## src/rtl/board_uart_tx.sv

```systemverilog
// board_uart_tx: snapshots the 256-bit board and 14-bit move word on request
// and sends them as one 36-byte 8N1 UART packet.
// Packet order: header 0xA5, 32 board bytes, two move bytes, XOR checksum.
module board_uart_tx #(
    parameter int CLKS_PER_BIT = 217
) (
    input  logic         clk,
    input  logic         reset,
    input  logic         send,
    input  logic [255:0] board,
    input  logic [13:0]  moveData,
    output logic         tx,
    output logic         busy,
    output logic         done
);

    typedef enum logic [1:0] {
        IDLE      = 2'd0,
        START_BIT = 2'd1,
        DATA_BITS = 2'd2,
        STOP_BIT  = 2'd3
    } state_t;

    localparam logic [15:0] LAST_CNT  = 16'(CLKS_PER_BIT - 1);
    localparam logic [5:0]  LAST_BYTE = 6'd35;
    localparam logic [7:0]  HEADER    = 8'hA5;

    state_t         state, state_n;
    logic [15:0]    bit_cnt, bit_cnt_n;
    logic [2:0]     bit_idx, bit_idx_n;
    logic [5:0]     byte_idx, byte_idx_n;
    logic [7:0]     shift_byte, shift_byte_n;
    logic [7:0]     csum, csum_n;
    logic [255:0]   snap_board, snap_board_n;
    logic [13:0]    snap_move, snap_move_n;
    logic           tx_q, tx_n;
    logic           busy_q, busy_n;
    logic           done_q, done_n;

    logic [5:0]     next_idx;
    logic [7:0]     next_byte;

    assign tx   = tx_q;
    assign busy = busy_q;
    assign done = done_q;

    // Select the byte that follows the current one; board byte k-1 sits at index k,
    // so the board slice for the next byte is addressed by the current index.
    always_comb begin
        next_idx  = byte_idx + 6'd1;
        next_byte = csum;
        if (next_idx <= 6'd32) begin
            next_byte = snap_board[{byte_idx[4:0], 3'b000} +: 8];
        end else if (next_idx == 6'd33) begin
            next_byte = {2'b00, snap_move[13:8]};
        end else if (next_idx == 6'd34) begin
            next_byte = snap_move[7:0];
        end
    end

    // Next-state and next-output logic for the framing FSM.
    always_comb begin
        state_n      = state;
        bit_cnt_n    = bit_cnt;
        bit_idx_n    = bit_idx;
        byte_idx_n   = byte_idx;
        shift_byte_n = shift_byte;
        csum_n       = csum;
        snap_board_n = snap_board;
        snap_move_n  = snap_move;
        tx_n         = tx_q;
        busy_n       = busy_q;
        done_n       = 1'b0;

        case (state)
            IDLE: begin
                tx_n   = 1'b1;
                busy_n = 1'b0;
                if (send) begin
                    snap_board_n = board;
                    snap_move_n  = moveData;
                    byte_idx_n   = 6'd0;
                    csum_n       = 8'd0;
                    shift_byte_n = HEADER;
                    bit_cnt_n    = 16'd0;
                    bit_idx_n    = 3'd0;
                    busy_n       = 1'b1;
                    tx_n         = 1'b0;
                    state_n      = START_BIT;
                end
            end
            START_BIT: begin
                if (bit_cnt == LAST_CNT) begin
                    bit_cnt_n = 16'd0;
                    bit_idx_n = 3'd0;
                    tx_n      = shift_byte[0];
                    state_n   = DATA_BITS;
                end else begin
                    bit_cnt_n = bit_cnt + 16'd1;
                end
            end
            DATA_BITS: begin
                if (bit_cnt == LAST_CNT) begin
                    bit_cnt_n = 16'd0;
                    if (bit_idx == 3'd7) begin
                        tx_n    = 1'b1;
                        state_n = STOP_BIT;
                    end else begin
                        bit_idx_n = bit_idx + 3'd1;
                        tx_n      = shift_byte[bit_idx + 3'd1];
                    end
                end else begin
                    bit_cnt_n = bit_cnt + 16'd1;
                end
            end
            STOP_BIT: begin
                if (bit_cnt == LAST_CNT) begin
                    bit_cnt_n = 16'd0;
                    if (byte_idx == LAST_BYTE) begin
                        busy_n  = 1'b0;
                        done_n  = 1'b1;
                        tx_n    = 1'b1;
                        state_n = IDLE;
                    end else begin
                        byte_idx_n   = next_idx;
                        shift_byte_n = next_byte;
                        if (next_idx != LAST_BYTE) begin
                            csum_n = csum ^ next_byte;
                        end
                        tx_n    = 1'b0;
                        state_n = START_BIT;
                    end
                end else begin
                    bit_cnt_n = bit_cnt + 16'd1;
                end
            end
            default: begin
                state_n = IDLE;
            end
        endcase
    end

    // State and output registers; reset abandons any frame in flight.
    always_ff @(posedge clk) begin
        if (reset) begin
            state      <= IDLE;
            bit_cnt    <= 16'd0;
            bit_idx    <= 3'd0;
            byte_idx   <= 6'd0;
            shift_byte <= 8'd0;
            csum       <= 8'd0;
            snap_board <= 256'd0;
            snap_move  <= 14'd0;
            tx_q       <= 1'b1;
            busy_q     <= 1'b0;
            done_q     <= 1'b0;
        end else begin
            state      <= state_n;
            bit_cnt    <= bit_cnt_n;
            bit_idx    <= bit_idx_n;
            byte_idx   <= byte_idx_n;
            shift_byte <= shift_byte_n;
            csum       <= csum_n;
            snap_board <= snap_board_n;
            snap_move  <= snap_move_n;
            tx_q       <= tx_n;
            busy_q     <= busy_n;
            done_q     <= done_n;
        end
    end

endmodule

```

## config.mk

```make
export PLATFORM = sky130hd
export DESIGN_NAME = board_uart_tx
export DESIGN_NICKNAME = d
export VERILOG_FILES = /design/src/rtl/board_uart_tx.sv
export SDC_FILE = /design/constraint.sdc
export NUM_CORES = 1
export LEC_CHECK = 0
export CELL_PAD_IN_SITES_DETAIL_PLACEMENT = 0
export CELL_PAD_IN_SITES_GLOBAL_PLACEMENT = 1
export CORE_ASPECT_RATIO = 1.25
export CORE_UTILIZATION = 38
export CTS_CLUSTER_DIAMETER = 100
export DETAILED_ROUTE_END_ITERATION = 7
export PLACE_DENSITY_LB_ADDON = 0.1
export SETUP_SLACK_MARGIN = 0.05
export SYNTH_ARGS = -nofsm -noshare
export SYNTH_HDL_FRONTEND = slang
export SYNTH_SLANG_ARGS = --single-unit
```

## constraint.sdc

```tcl
create_clock -name clk -period 3.6 [get_ports clk]
set_input_delay 0.72 -clock clk [delete_from_list [all_inputs] [get_ports clk]]
set_output_delay 0.72 -clock clk [all_outputs]
set_load 0.02 [all_outputs]
```

# --- Yosys cells after proc, flatten, opt, wreduce, memory -nomap -nowiden ---
# Index checks and enable logic that the tools add are counted.
word_totals:
  regBits: 316
  inputBits: 273
  out_inout_bits: 3
  elab_cells: 94
op_classes:
  n_addsub: 3
  order_cmp: 2
  eq_ne: 18
  shift: 1
  n_mux: 44
  bitwise_logic: 3
  n_reduce_logical: 12
ops:
  columns: ["operator", "count"]
  rows:
  - ["256-bit by 9-bit variable part select with 8-bit output", 1]
  - ["8-bit two-way mux", 10]
  - ["16-bit two-way mux", 2]
  - ["16-bit one-hot mux with 2 select lines", 1]
  - ["8-bit one-hot mux with 2 select lines", 2]
  - ["6-bit == test (second input constant)", 3]
  - ["6-bit two-way mux", 3]
  - ["2-bit inequality test (second input constant)", 9]
  - ["16-bit by 1-bit adder with 16-bit output (second input constant)", 1]
  - ["16-bit by 8-bit == test with 1-bit output (second input constant)", 1]
  - ["5-bit AND reduction", 3]
  - ["3-bit two-way mux", 4]
  - ["6-bit one-hot mux with 2 select lines", 1]
  - ["1-bit two-way mux", 11]
  - ["2-bit two-way mux", 5]
  - ["3-bit one-hot mux with 3 select lines", 1]
  - ["2-bit one-hot mux with 4 select lines", 1]
  - ["8-bit bitwise XOR", 1]
  - ["6-bit by 1-bit adder with 6-bit output (second input constant)", 1]
  - ["6-bit <= comparator (second input constant)", 1]
  - ["6-bit inequality test (second input constant)", 1]
  - ["3-bit AND reduction", 2]
  - ["3-bit OR reduction", 2]
  - ["2-bit == test (second input constant)", 2]
  - ["other kinds (13)", 14]

# --- Depth between registers and ports, before layout ---
depth:
  word_depth: 10
  mapped_depth: 15

# --- Least setup slack after synthesis ---
# Ideal clock, no wire load.
synth_timing:
  path_type: "flip-flop to flip-flop"
  start: "register byte_idx[1]"
  end: "register csum[0]"
  setup_time_ps: 87
  t_arrival_ps: 2736
  required_ps: 3513
  path_slack_ps: 777
  path_stages_with_launch: 16
  path_buffers: 6
  synth_period_minus_slack_ps: 2823
  path_cell_list: "dfxtp_1 buf_6 buf_12 buf_6 buf_4 inv_1 ha_1 clkbuf_1 or3_1 and2_0 clkbuf_1 or3_1 and3_1 o21ai_1 o211ai_1 o31ai_1"
synth_between:
  elab_chain_len: 10
  word_cells_on_any_way: 18
synth_rtl:
  columns: ["item", "line_no", "text"]
  rows:
  - ["from (decl)", "31", "logic [5:0] byte_idx, byte_idx_n;"]
  - ["from (signal assigned)", "161", "byte_idx <= byte_idx_n;"]
  - ["branches (longest 10 deep; another with 6-bit by 1-bit adder with 6-bit output)", null, null]
  - ["to (signal assigned)", "163", "csum <= csum_n;"]
  - ["to (decl)", "33", "logic [7:0] csum, csum_n;"]
# Parallel ways; which one is timed is not known. The select of a mux whose other input is x is not followed.
# A chain may end at the register's enable or synchronous reset.

# --- Final worst setup path ---
layout_timing:
  start: "register byte_idx[1]"
  end: "register csum[7]"
# The elaborated chain is that of the path after synthesis.

==> metrics.md <==
| Metric | Value |
|---|---|
| I/O pin cnt | `around 280` |
| CTS Hold Bufs | `0` |
| Die height | `between 200 and 250 um` |
| Worst VDD drop | `about 0.32 mV` |
| Fin Setup TNS | `0 ns` |
| Cell Area, Synth | `between 10,000 and 15,000 um2` |
| Sink Count | `between 300 and 400` |
| Syn_nets | `just over 2,000` |
| Worst Hold Class | `flop to flop` |
| Area of the multi-input gates | `7100 um2` |
| Post-Syn Instances | `around 1,700` |
| Critical Path RT | `between 4 and 5 ns` |
| Fillers | `between 3,000 and 4,000` |
| Tot GR Track Use | `roughly 24%` |
| YS warnings | `0` |
| 1st-pass router iterations | `6` |
| Total power | `between 10 and 15 mW` |
| Post-Route WL | `about 46 mm` |
| DR DRC count | `0` |
| Die Width | `174 um` |
| Max Root-Sink Buffers | `3` |
| Vias in the first global route | `12,416` |
| NetSw | `about 3.8 mW` |
| H-tree depth | `2` |
| Max frequency | `between 0.3 and 0.4 GHz` |
| Initial antenna violation count | `0` |
| Asr flop ratio synth | `0%` |
| Crit-path cells | `ha_1 -> and2_1 -> o21a_1 -> o22ai_1 -> o221ai_1 -> a21oi_1 -> xnor2_1 -> nor2_1` |
| Worst path slowest cell | `o221ai_1` |
| Post-Synthesis Mean Instance Area | `between 8 and 9 um2` |
| Per-cell routed wire length | `~19 um` |
| Reg power frac | `39.5%` |
| Post-Place Cells | `between 2,000 and 2,500` |
| Synth-to-layout area growth | `30.0%` |
| Max Slew Vio Count | `0` |
| Ant. Diodes | `0` |
| Detail Placement HPWL | `around 34 mm` |
| Clock Pin Slew Worst Setup and Hold Paths | `~0.060 ns` |
| Most common cell after layout, fill and taps aside | `nand2_1` |
| Vias | `12,736` |
| Clock Skew | `~0.017 ns` |
| Non-filler instance count after layout | `between 2,000 and 2,500` |
| Run status | `complete, no violations` |
| Seq/Total Area, Yosys | `~45%` |
| Reg area | `~6300 um2` |
| CP endpoint kind | `flop` |
| Core area | `36,400 um2` |
| Slew @ Worst Pin | `between 0.9 and 1 ns` |
| # nets final | `about 2,200` |
| CP Class | `flop to flop` |
| Switching Share | `between 30% and 40%` |
| Seq cells post-synth | `316` |
| Postcts setup bufs | `0` |
| Final ANT Viol Nets | `0` |
| Final setup fails | `0` |
| Most frequent cells in the layout | `nand2_1 (575), dfxtp_1 (313), a21oi_1 (309), clkdlybuf4s50_1 (274), mux2i_1 (98)` |
| Post-route clock period utilization | `a little over 80%` |
| EDFF count, synth | `0` |
| Tmin final | `2.95 ns` |
| Yosys cell types | `57` |
| Post-CTS Resized | `0` |
| Clk pwr share | `between 30% and 40%` |
| CTS tree | `yes` |
| Num CTS Buffers | `36` |
| Initial DRC count | `925` |
| Via density | `5.19` |
| Power Density | `621 nW/um2` |
| Placer Congestion | `0.834` |
| Grt ovf | `0` |
| Crit path launch type | `flop` |
| Worst skew pair latency | `around 0.53 ns` |
| Int Power | `about 7.6 mW` |
| I/O Buffers | `275` |
| Initial Util | `between 30% and 40%` |
| Root buf cell | `clkbuf_16` |
| CP Max Fanout | `23` |
| DIE AREA | `roughly 38,000 um2` |
| RSZ-0062 raised after global routing | `false` |
| Max-cap violations | `0` |
| LEAKAGE | `6.48 nW` |
| Main synth FF type | `dfxtp_1` |
| Crit path DAT | `3.36 ns` |
| Count of final hold-check violations | `0` |
| Comb pwr share | `about 28%` |
| CP max stage delay | `about 0.78 ns` |
| Global-route wire length before repair | `approximately 71 mm` |
| Slew HR | `38.1%` |
| Share of cells above drive strength 1 | `5.78%` |
| Pin count of the biggest net entering global routing | `between 100 and 150` |
| Row count | `78` |
-- worst max-delay path: cells and delay by family, from the launching register on --
family	cells	cell delay (ns)
compound gates	4	1.42
flops	1	0.58
fa+ha+maj	1	0.32
simple gates	2	0.30
xor+xnor	1	0.21
-- worst paths after layout --
kind         cells after the start  slack (ns)                          from                           end
min                              2        0.45  snap_board[151]$_SDFFE_PP0P_  snap_board[151]$_SDFFE_PP0P_
max                              8        0.65      byte_idx[1]$_SDFFE_PP0P_          csum[7]$_SDFFE_PP0P_
max reg2reg                      8        0.65      byte_idx[1]$_SDFFE_PP0P_          csum[7]$_SDFFE_PP0P_
min reg2reg                      2        0.45  snap_board[151]$_SDFFE_PP0P_  snap_board[151]$_SDFFE_PP0P_
-- layer usage --
metal,wire length (um),global-route usage [%]
met1,20600,31.5
met2,23100,42.3
met3,1900,3.16
met4,599,5.18
met5,0,0
-- power by group through the flow --
stage	Clock, mW	Sequential, mW	Combinational [mW]
floorplan	0	4.42	2.10
global placement	0	4.55	3.25
detailed placement	0	4.56	3.27
CTS	3.70	4.49	3.27
global route	3.83	4.56	3.60
finish	3.63	4.49	3.24
-- cells in the mapped netlist (all sizes together) (12+ instances only) --
library cell  number  share of area, %
mux4              21               3.4
clkbuf           102               2.7
mux2i             98               7.0
nor2              43               1.1
nor2b             12              0.53
buf               29               1.7
nand3             18              0.64
ha                14               1.2
nand2            576                15
a21oi            309                11
dfxtp            316                45
a22oi             41               2.2
o21ai             30               1.1
-- stage by stage --
stage	hold WS, ns	util, %	setup slack (ns)	instance area, um2
6_report	0.452	50.2	0.648	18300
5_1_grt	0.467	50.2	0.456	18300
4_1_cts	0.451	50.2	0.681	18300
3_5_place_dp	0.443	47.1	0.699	17100
3_3_place_gp	0.440	47.1	0.753	17100
2_1_floorplan	0.420	-	0.777	14100
-- kinds of logic (layout without fill, tap and decap cells) --
| family | Yosys count | after routing | synth area share [%] |
|---|---|---|---|
| XOR/XNOR | 17 | 17 | 1.06 |
| adder cells (fa/ha/maj) | 14 | 14 | 1.25 |
| AO/OA/AOI/OAI | 430 | 430 | 17.1 |
| multiplexers | 121 | 121 | 10.5 |
| buffers and inverters | 139 | 368 | 4.68 |
| flip-flops | 316 | 316 | 45.0 |
| AND/OR/NAND/NOR | 707 | 707 | 20.4 |
-- sequential cells by signal (all words and copies together) (netlist names) --
signal,cells
busy,1
bit_cnt,16
done,1
byte_idx,6
snap_board,256
bit_idx,3
csum,8
snap_move,14
tx,1
state,2
shift_byte,8
-- area by class of cell --
class / count / share of cell area, %
clock inverter: 7 / 0.472
clock buffer: 51 / 5.84
tap: 480 / 3.28
sequential: 316 / 34.6
timing repair buffer: 302 / 16.8
inverter: 8 / 0.164
multi-input combinational: 1289 / 38.8
Note: power is estimated with default switching activity, not from simulation.
